===== src/rtl/pdm_array_decimator.sv =====
// pdm_array_decimator
// Multichannel PDM microphone capture front-end. Samples MIC_NUMBER PDM lines
// on a selectable edge of the (asynchronous) mic bit clock, counts ones per
// channel over a DECIM-bit window, converts to signed PCM (2*ones - DECIM) and
// streams each frame one enabled channel at a time over valid/ready.
//
// Ports:
//   i_clk        system clock, rising edge
//   i_rst        asynchronous active-high reset
//   i_bclk       mic bit clock level (asynchronous)
//   i_mic_data   PDM data lines (asynchronous)
//   i_enable     capture enable; low holds accumulators and bit counter at 0
//   i_edge_sel   0 = sample on bclk rise, 1 = on bclk fall
//   i_ch_en      per-channel output mask, sampled at window end
//   i_clr_ovr    clears o_overrun (a simultaneous set wins)
//   o_data       signed PCM sample
//   o_chan       channel index of o_data
//   o_valid      sample valid, held until i_ready
//   o_last       last enabled channel of the frame
//   i_ready      downstream accept
//   o_overrun    sticky: window completed while a frame was still streaming
//   o_frame_cnt  number of frames latched (wraps)
module pdm_array_decimator #(
  parameter int unsigned MIC_NUMBER = 16,
  parameter int unsigned DECIM      = 64,
  parameter int unsigned CNT_W      = $clog2(DECIM + 1),
  parameter int unsigned OUT_W      = CNT_W + 1,
  parameter int unsigned FCNT_W     = 16,
  parameter int unsigned CH_W       = (MIC_NUMBER > 1) ? $clog2(MIC_NUMBER) : 1
) (
  input  logic                    i_clk,
  input  logic                    i_rst,
  input  logic                    i_bclk,
  input  logic [MIC_NUMBER-1:0]   i_mic_data,
  input  logic                    i_enable,
  input  logic                    i_edge_sel,
  input  logic [MIC_NUMBER-1:0]   i_ch_en,
  input  logic                    i_clr_ovr,
  output logic signed [OUT_W-1:0] o_data,
  output logic [CH_W-1:0]         o_chan,
  output logic                    o_valid,
  output logic                    o_last,
  input  logic                    i_ready,
  output logic                    o_overrun,
  output logic [FCNT_W-1:0]       o_frame_cnt
);

  localparam logic [CNT_W-1:0] LAST_BIT = CNT_W'(DECIM - 1);

  typedef enum logic {IDLE, SEND} state_t;

  state_t state, state_d;

  logic [1:0]            bclk_sync;
  logic                  bclk_d;
  logic [MIC_NUMBER-1:0] data_meta, data_sync;
  logic                  strobe, sample, win_end;

  logic [CNT_W-1:0]      bit_cnt;
  logic [CNT_W-1:0]      acc      [MIC_NUMBER];
  logic [CNT_W-1:0]      acc_next [MIC_NUMBER];
  logic [CNT_W-1:0]      shadow   [MIC_NUMBER];
  logic [MIC_NUMBER-1:0] mask_q;

  logic                  valid_d, last_d;
  logic signed [OUT_W-1:0] data_d;
  logic [CH_W-1:0]       chan_d, first_idx, next_idx;

  // Lowest set bit of m at or above start (0 if none).
  function automatic logic [CH_W-1:0] first_set(input logic [MIC_NUMBER-1:0] m,
                                                input int start);
    logic [CH_W-1:0] r;
    r = '0;
    for (int i = int'(MIC_NUMBER) - 1; i >= 0; i--) begin
      if (m[i] && (i >= start)) r = CH_W'(i);
    end
    return r;
  endfunction

  // Any set bit of m strictly above idx.
  function automatic logic any_above(input logic [MIC_NUMBER-1:0] m,
                                     input logic [CH_W-1:0] idx);
    logic r;
    r = 1'b0;
    for (int i = 0; i < int'(MIC_NUMBER); i++) begin
      if (m[i] && (i > int'(idx))) r = 1'b1;
    end
    return r;
  endfunction

  // Ones count to signed PCM: 2*ones - DECIM.
  function automatic logic signed [OUT_W-1:0] to_pcm(input logic [CNT_W-1:0] ones);
    return $signed(OUT_W'({ones, 1'b0}) - OUT_W'(DECIM));
  endfunction

  // Synchronisers; data and bclk share the same two-flop latency.
  always_ff @(posedge i_clk or posedge i_rst) begin
    if (i_rst) begin
      bclk_sync <= '0;
      bclk_d    <= 1'b0;
      data_meta <= '0;
      data_sync <= '0;
    end else begin
      bclk_sync <= {bclk_sync[0], i_bclk};
      bclk_d    <= bclk_sync[1];
      data_meta <= i_mic_data;
      data_sync <= data_meta;
    end
  end

  assign strobe  = i_edge_sel ? (~bclk_sync[1] & bclk_d) : (bclk_sync[1] & ~bclk_d);
  assign sample  = strobe & i_enable;
  assign win_end = sample && (bit_cnt == LAST_BIT);

  // Accumulator plus the bit being sampled now.
  always_comb begin
    for (int c = 0; c < int'(MIC_NUMBER); c++) begin
      acc_next[c] = acc[c] + CNT_W'(data_sync[c]);
    end
  end

  // Accumulation, frame latch, frame counter and overrun flag.
  always_ff @(posedge i_clk or posedge i_rst) begin
    if (i_rst) begin
      for (int c = 0; c < int'(MIC_NUMBER); c++) begin
        acc[c]    <= '0;
        shadow[c] <= '0;
      end
      bit_cnt     <= '0;
      mask_q      <= '0;
      o_frame_cnt <= '0;
      o_overrun   <= 1'b0;
    end else begin
      if (!i_enable || win_end) begin
        for (int c = 0; c < int'(MIC_NUMBER); c++) acc[c] <= '0;
        bit_cnt <= '0;
      end else if (sample) begin
        for (int c = 0; c < int'(MIC_NUMBER); c++) acc[c] <= acc_next[c];
        bit_cnt <= bit_cnt + CNT_W'(1);
      end

      if (win_end && (state == IDLE)) begin
        for (int c = 0; c < int'(MIC_NUMBER); c++) shadow[c] <= acc_next[c];
        mask_q      <= i_ch_en;
        o_frame_cnt <= o_frame_cnt + FCNT_W'(1);
      end

      if (win_end && (state != IDLE)) o_overrun <= 1'b1;
      else if (i_clr_ovr)             o_overrun <= 1'b0;
    end
  end

  assign first_idx = first_set(i_ch_en, 0);
  assign next_idx  = first_set(mask_q, int'(o_chan) + 1);

  // Stream FSM next state and next output register values.
  always_comb begin
    state_d = state;
    valid_d = o_valid;
    data_d  = o_data;
    chan_d  = o_chan;
    last_d  = o_last;
    case (state)
      IDLE: begin
        // First beat comes straight from the just-completed window.
        if (win_end && (|i_ch_en)) begin
          state_d = SEND;
          valid_d = 1'b1;
          chan_d  = first_idx;
          data_d  = to_pcm(acc_next[first_idx]);
          last_d  = ~any_above(i_ch_en, first_idx);
        end
      end
      SEND: begin
        if (o_valid && i_ready) begin
          if (o_last) begin
            state_d = IDLE;
            valid_d = 1'b0;
            last_d  = 1'b0;
          end else begin
            chan_d = next_idx;
            data_d = to_pcm(shadow[next_idx]);
            last_d = ~any_above(mask_q, next_idx);
          end
        end
      end
      default: begin
        state_d = IDLE;
        valid_d = 1'b0;
        last_d  = 1'b0;
      end
    endcase
  end

  always_ff @(posedge i_clk or posedge i_rst) begin
    if (i_rst) begin
      state   <= IDLE;
      o_valid <= 1'b0;
      o_data  <= '0;
      o_chan  <= '0;
      o_last  <= 1'b0;
    end else begin
      state   <= state_d;
      o_valid <= valid_d;
      o_data  <= data_d;
      o_chan  <= chan_d;
      o_last  <= last_d;
    end
  end

endmodule


===== config.mk =====
export PLATFORM = sky130hd
export DESIGN_NAME = pdm_array_decimator
export DESIGN_NICKNAME = d
export VERILOG_FILES = /design/src/rtl/pdm_array_decimator.sv
export SDC_FILE = /design/constraint.sdc
export NUM_CORES = 1
export LEC_CHECK = 0
export ABC_AREA = 1
export BUFFER_PORTS_ARGS = -buffer_cell sky130_fd_sc_hd__buf_2
export CAP_MARGIN = 20
export CORE_MARGIN = 2
export CORE_UTILIZATION = 54
export DETAILED_ROUTE_END_ITERATION = 7
export PLACE_DENSITY = 0.7
export SYNTH_ARGS = -nofsm -noshare
export SYNTH_HDL_FRONTEND = slang
export SYNTH_SLANG_ARGS = --single-unit

===== constraint.sdc =====
create_clock -name i_clk -period 21.2 [get_ports i_clk]
set_clock_uncertainty 0.1 [all_clocks]
set_input_delay 4.24 -clock i_clk [delete_from_list [all_inputs] [get_ports i_clk]]
set_output_delay 4.24 -clock i_clk [all_outputs]
set_load 0.1 [all_outputs]

# After elaboration in Yosys (flattened, before gate mapping)

Cells that the tools add are included.
W data, S select, Z words.

Latch bits: 0
Register bits after elaboration: 314
RAM bits: 0
Input port bits: 39
Memories kept: 0
Bits in read-only memories: 0
Output and inout port bits: 31
Logic and storage cells: 288

Bitwise logic cells: 10
Reduce and logical (&&, ||, !) cells: 59
Multiplexer cells: 100
Multipliers: 0
Eq/ne operators: 5
$lt $le $gt $ge: 48
Div/mod/pow operators: 0
Shift operators: 0
Add/subtract/negate cells: 21

Operator list:

| cell                    | number |
|---|---|
| $mux W112               | 2 |
| $mux W4                 | 35 |
| $add A7 B1 Y7           | 16 |
| $gt A4 B4 Y1 const A    | 16 |
| $bmux W7 S4             | 2 |
| $logic_and A1 B1 Y1     | 51 |
| $mux W1                 | 47 |
| $mux W7                 | 6 |
| $ge A4 B5 Y1 const A    | 8 |
| $gt A3 B4 Y1 const A    | 8 |
| $mux W8                 | 3 |
| $ge A3 B5 Y1 const A    | 4 |
| $add A16 B1 Y16 const B | 1 |
| $gt A2 B4 Y1 const A    | 4 |
| $pmux W8 S2             | 1 |
| $reduce_or A16 Y1       | 1 |
| $sub A8 B7 Y8 const B   | 2 |
| $ge A1 B5 Y1 const A    | 2 |
| $ge A2 B5 Y1 const A    | 2 |
| $ge A5 B5 Y1 const B    | 2 |
| $not A4 Y5              | 2 |
| $gt A1 B4 Y1 const A    | 2 |
| $pmux W4 S2             | 1 |
| $add A7 B1 Y7 const B   | 1 |
| other kinds (12)        | 24 |

# Longest topological paths before layout

Word-level depth: 43
Depth in mapped cells: 30

# Worst setup path before layout

No wires, ideal clock.

Path kind: input -> register
From: in i_ch_en[14]
To: reg o_last
Setup slack: 14.878 ns
Required time: 21.022 ns
Arrival time: 6.144 ns
Stages: 19
Cell sequence: inv_1 > nand2_1 > o21ai_1 > a21oi_1 > o21ai_1 > nand2_1 > nand2_1 > nand2_1 > nand2_1 > nand2_1 > nand2_1 > nand2_1 > buf_2 > buf_2 > o21ai_0 > nand2_1 > a211oi_1 > a21boi_0 > a21oi_1

Cells in the longest elaborated chain, start to end: 37
Elaborated cells between the ends (all ways): 69

Ends and longest elaborated chain:

| element                | line | RTL |
|---|---|---|
| from (decl)            | 37   | `input logic [MIC_NUMBER-1:0] i_ch_en,` |
| $mux W4 (15 in series) | 75   | `if (m[i] && (i >= start)) r = CH_W'(i);` |
| $gt A1 B4 Y1           | 86   | `if (m[i] && (i > int'(idx))) r = 1'b1;` |
| $logic_and A1 B1 Y1    | 86   |  |
| $mux W1 (15 in series) | 86   |  |
| $mux W1                | 166  | `if (win_end && (\|i_ch_en)) begin` |
| $mux W1                | 163  | `case (state)` |
| $not A1 Y1             | 171  | `last_d = ~any_above(i_ch_en, first_idx);` |
| $mux W1                | 166  |  |
| $pmux W1 S2            | 163  |  |
| to (signal assigned)   | 207  | `o_last <= last_d;` |
| to (decl)              | 42   | `output logic o_last,` |

Several ways; a longest one is shown, not always the timed one. The select of a mux whose other input is x is not followed.
A chain may end at the register's enable or synchronous reset.

# Worst setup path after layout

From: in i_ch_en[13]
To: reg o_data[4]

Cells in the longest elaborated chain, start to end: 21
Elaborated cells between the ends (all ways): 25

Ends and longest elaborated chain:

| element                                     | line | RTL |
|---|---|---|
| $mux W4 (14 in series)                      | 75   |  |
| $not A4 Y5 (not written as such)            | 170  | `data_d = to_pcm(acc_next[first_idx]);` |
| $bmux W7 S4                                 | 170  |  |
| $mux W7 (not written as such) (2 in series) | 170  |  |
| $sub A8 B7 Y8                               | 93   | `return $signed(OUT_W'({ones, 1'b0}) - OUT_W'(DECIM));` |
| $mux W8                                     | 166  |  |
| $pmux W8 S2                                 | 163  |  |
| to (signal assigned)                        | 205  | `o_data <= data_d;` |
| to (decl)                                   | 39   | `output logic signed [OUT_W-1:0] o_data,` |

Several ways; a longest one is shown, not always the timed one. The select of a mux whose other input is x is not followed.

==> impl_results.md <==
* # Max-Cap Violations at 0
* Post-synthesis register bit count at between 300 and 400
* Startpoint type of the worst setup path: input port
* Most used DFF post-synth: sky130_fd_sc_hd__dfrtp_1
* Worst-path cell chain: buf_2 -> inv_1 -> nand3_1 -> nand3_1 -> nand2_1 -> nand3_1 -> nand3_1 -> a31oi_2 -> buf_4 -> inv_2 -> nor2_4 -> inv_1 -> o22ai_1 -> a21oi_1 -> or2_2 -> nand3_1 -> nor3_1 -> nor2_1 -> o21ai_1 -> nand2_1
* Worst slew margin relative to its limit at between 20% and 30%
* Clock tree from TritonCTS: yes
* Post-synth net total at 2,108
* Hold Slack at around 250 ps
* Topmost layer with routed signal wires: met4
* Final cycle utilization of the critical path at between 30% and 40%
* Placed Area at 0.01678 mm^2
* Final hold viol count at 0
* Iteration-0 DRC count of the detailed router at 1,312
* CP dominant cell by count: sky130_fd_sc_hd__nand3_1
* Remaining antenna violation count after routing at 0
* Post CTS Setup Buffer Count at 0
* Share of synthesized registers carrying an async set or reset at 100.0%
* Total Power Consumption at 1.347 mW
* Effective utilization at floorplan at 54.79%
* Storage element area at approximately 0.008 mm^2
* Netlist area before placement at roughly 0.016 mm^2
* Arrival time of the worst setup path at roughly 8100 ps
* Die Height at roughly 180 um
* Global route total overflow at 0
* Post-route core utilization at 60.73%
* Peak fanout along the critical path at 19
* Pin count of the biggest net entering global routing at 163
* Ratio of cells with drive above 1 in the final layout at under 10%
* Placeable core area at 0.02956 mm^2
* Insertion delay of the later-clocked pin in the worst-skew pair at 520 ps
* Pins over their slew limit at 0
* Outcome: finished, final reports clean
* Number of ports placed on the die boundary at 70
* Crit end category: flip-flop
* Cell count after synthesis at between 2,000 and 2,500
* Vias in the first global route at 13,509
* Quantity of gates resized following cts at 0
* Final standard cell area without fillers at 0.01795 mm^2
* Placer's final routability congestion estimate at around 0.90
* Classification of the worst-slack hold path: reg -> reg
* Start-to-end type of the worst setup path: in -> reg
* Routed length on met2 at ~21,000 um
* Met3 wire length at roughly 3300 um
* CTS Buf Count at 36
* Max H-tree Level at 2
* Unrepaired setup endpoints after global routing: false
* Total power divided by cell area at 75.04 mW/mm^2
* Xor and xnor fraction of the mapped netlist area at 4.921%
* Global-route wire length before repair at between 70,000 and 80,000 um
* Longest Clk Path Bufs at 3
* Timing-limited maximum frequency at 129.9 MHz
* Per-cell via count in the routed design at roughly 5.6
* Die width at approximately 180 um
* Worst Path Required at about 22,000 ps
* Leakage power of the design at around 8.7 nW
* Slowest cell delay on critical path at between 600 and 700 ps
* Worst-case vdd ir drop at about 0.070 mV
* Fill count at between 2,000 and 3,000
* Number of antenna cells inserted at 0
* Number of antenna violations at the first check in global routing at 0
* Number of buffers added to fix hold violations after cts at 0
* Std cell rows at 63
* Main combinational cell family by area after synthesis: simple AND/OR/NAND/NOR gates
* Post-detailed-routing wire length at 46,390 um
* Total number of yosys warnings at 0
* Die ar. at 0.03139 mm^2
* Number of distinct standard cells referenced by the synthesized netlist at 42
* Global-route total usage across every layer at a little under a third
* DP HPWL at 31,640 um
* Portion of the post-synthesis area used by sequential elements at approximately 48%
* Post-Syn Area per Cell at 7.971 um^2
* Worst-margin pin slew at between 1000 and 1500 ps
* Area Overhead vs Synth at 10.84%
* Synth Area in Adders at under 10%
* Number of sinks on the clock net at around 310
* Number of nets at the end of the flow at 2,136
* DR pass1 iterations at 5
* Total of buffers placed on input and output ports at between 60 and 70
* Cell at the slowest stage of the critical path: sky130_fd_sc_hd__nor2_4
* Post-synth EDFFs at 0
* DRC violations left at 0
* Post-synthesis mux area share at 0%
* Accumulated negative setup slack at 0 ps
* Min Clock Period, post-route at roughly 7700 ps
* Total via count after detailed routing at roughly 14,000
* Post-detailed-route wirelength per cell at about 19 um
* Clock-pin slew on the worst setup and hold paths at approximately 60 ps
* Total setup violations reported at the end of the flow at 0
* Clock root cell: sky130_fd_sc_hd__clkbuf_16
* M1 wire length at ~20,000 um
* Synth Area in Simple Gates at 22.31%
* Post-synthesis compound-gate area fraction at a little over an eighth
* Multi-input gate area at about 0.0070 mm^2
-- worst max-delay path, delay by kind of cell --
family | cells | cell delay, ps
AND/OR/NAND/NOR | 11 | 1650
buffers and inverters | 5 | 1470
AO/OA/AOI/OAI | 4 | 660
-- placed cells by master (no fill, tap or decap), types with 2 or more instances in the layout --
master,count
sky130_fd_sc_hd__clkbuf_1,6
sky130_fd_sc_hd__o21bai_1,8
sky130_fd_sc_hd__xor2_1,90
sky130_fd_sc_hd__nand2_1,515
sky130_fd_sc_hd__a221oi_1,2
sky130_fd_sc_hd__o21ai_0,246
sky130_fd_sc_hd__nand3b_1,5
sky130_fd_sc_hd__o211ai_1,21
sky130_fd_sc_hd__buf_4,13
sky130_fd_sc_hd__o21ai_1,16
sky130_fd_sc_hd__o31ai_1,8
sky130_fd_sc_hd__nor2_1,82
sky130_fd_sc_hd__nor4_1,4
sky130_fd_sc_hd__bufinv_16,2
sky130_fd_sc_hd__or2_2,2
sky130_fd_sc_hd__a21oi_1,35
sky130_fd_sc_hd__o221ai_1,4
sky130_fd_sc_hd__nand3_2,3
sky130_fd_sc_hd__clkbuf_16,37
sky130_fd_sc_hd__inv_1,250
sky130_fd_sc_hd__nand2_2,6
sky130_fd_sc_hd__or2_1,2
sky130_fd_sc_hd__a211oi_1,14
sky130_fd_sc_hd__nor3_1,41
sky130_fd_sc_hd__clkbuf_8,8
sky130_fd_sc_hd__nor2_2,2
sky130_fd_sc_hd__buf_2,68
sky130_fd_sc_hd__inv_6,2
sky130_fd_sc_hd__nand4_1,17
sky130_fd_sc_hd__o22ai_1,25
sky130_fd_sc_hd__inv_2,5
sky130_fd_sc_hd__clkinv_2,7
sky130_fd_sc_hd__nand3_1,171
sky130_fd_sc_hd__ha_1,37
sky130_fd_sc_hd__nor2_4,3
sky130_fd_sc_hd__a31oi_1,2
sky130_fd_sc_hd__dfrtp_1,313
-- kinds of logic (layout without fill, tap and decap cells) --
group	count (synthesis)	after routing
fa+ha+maj	37	37
compound gates	385	385
simple gates	855	855
flops	313	313
xor+xnor	91	91
other cells	1	1
buf+inv	350	402
-- stage by stage --
step                instances  setup slack (ps)
floorplan                2032              8202
global placement         2412             13160
detailed placement       2412             13160
CTS                      2474             13680
global route             2474             13270
finish                   2474             13500
-- flip-flops by register name, summed over array words and instances, names as in the netlist, 2 cells and up --
name         cells
mask_q          16
bclk_sync        2
bit_cnt          7
o_frame_cnt     16
o_data           7
shadow         112
o_chan           4
acc            112
data_meta       16
data_sync       16
-- area by class of cell --
type                       count  area share (%)
multi-input combinational   1369           39.10
clock inverter                11          0.6482
sequential                   313           43.63
timing repair buffer          82           2.551
inverter                     258           5.457
clock buffer                  51           5.896
tap                          390           2.718
-- worst paths after layout --
path,from,endpoint,slack [ps],cells past startpoint
min in group asynchronous,i_rst,acc[109],3760,2
worst min register to register,data_meta[1],data_sync[1],250,0
worst max-delay path,i_ch_en[13],o_data[4],13500,20
worst min-delay path,data_meta[1],data_sync[1],250,0
worst max register to register,o_chan[1],o_data[7],16250,29
max in group asynchronous,i_rst,bit_cnt[2],15900,3
-- power breakdown --
group	total, mW	leakage (nW)	internal, mW	switching [mW]
Clock	0.621	0.585	0.372	0.249
Sequential	0.624	4.05	0.614	0.0105
Combinational	0.102	4.03	0.0278	0.0746
-- metal layers --
metal,GRT usage (%),vias up
li1,-,6656
met1,41.60,6689
met2,48.85,487
met3,5.434,109
met4,10.85,0
met5,0,-
-- Yosys cell counts, drive strengths merged, types with 17 or more instances --
master / n / area (um^2)
nand4: 17 / 106.4
inv: 258 / 968.4
clkbuf: 64 / 240.2
buf: 28 / 151.4
a21oi: 35 / 175.2
xor2: 90 / 788.3
nand3: 174 / 885.9
o21ai: 262 / 1311
o211ai: 21 / 157.7
o22ai: 25 / 156.4
ha: 37 / 462.9
dfrtp: 313 / 7833
nor2: 87 / 339.1
nand2: 522 / 1982
nor3: 41 / 205.2
(Power assumes the default switching activity.)
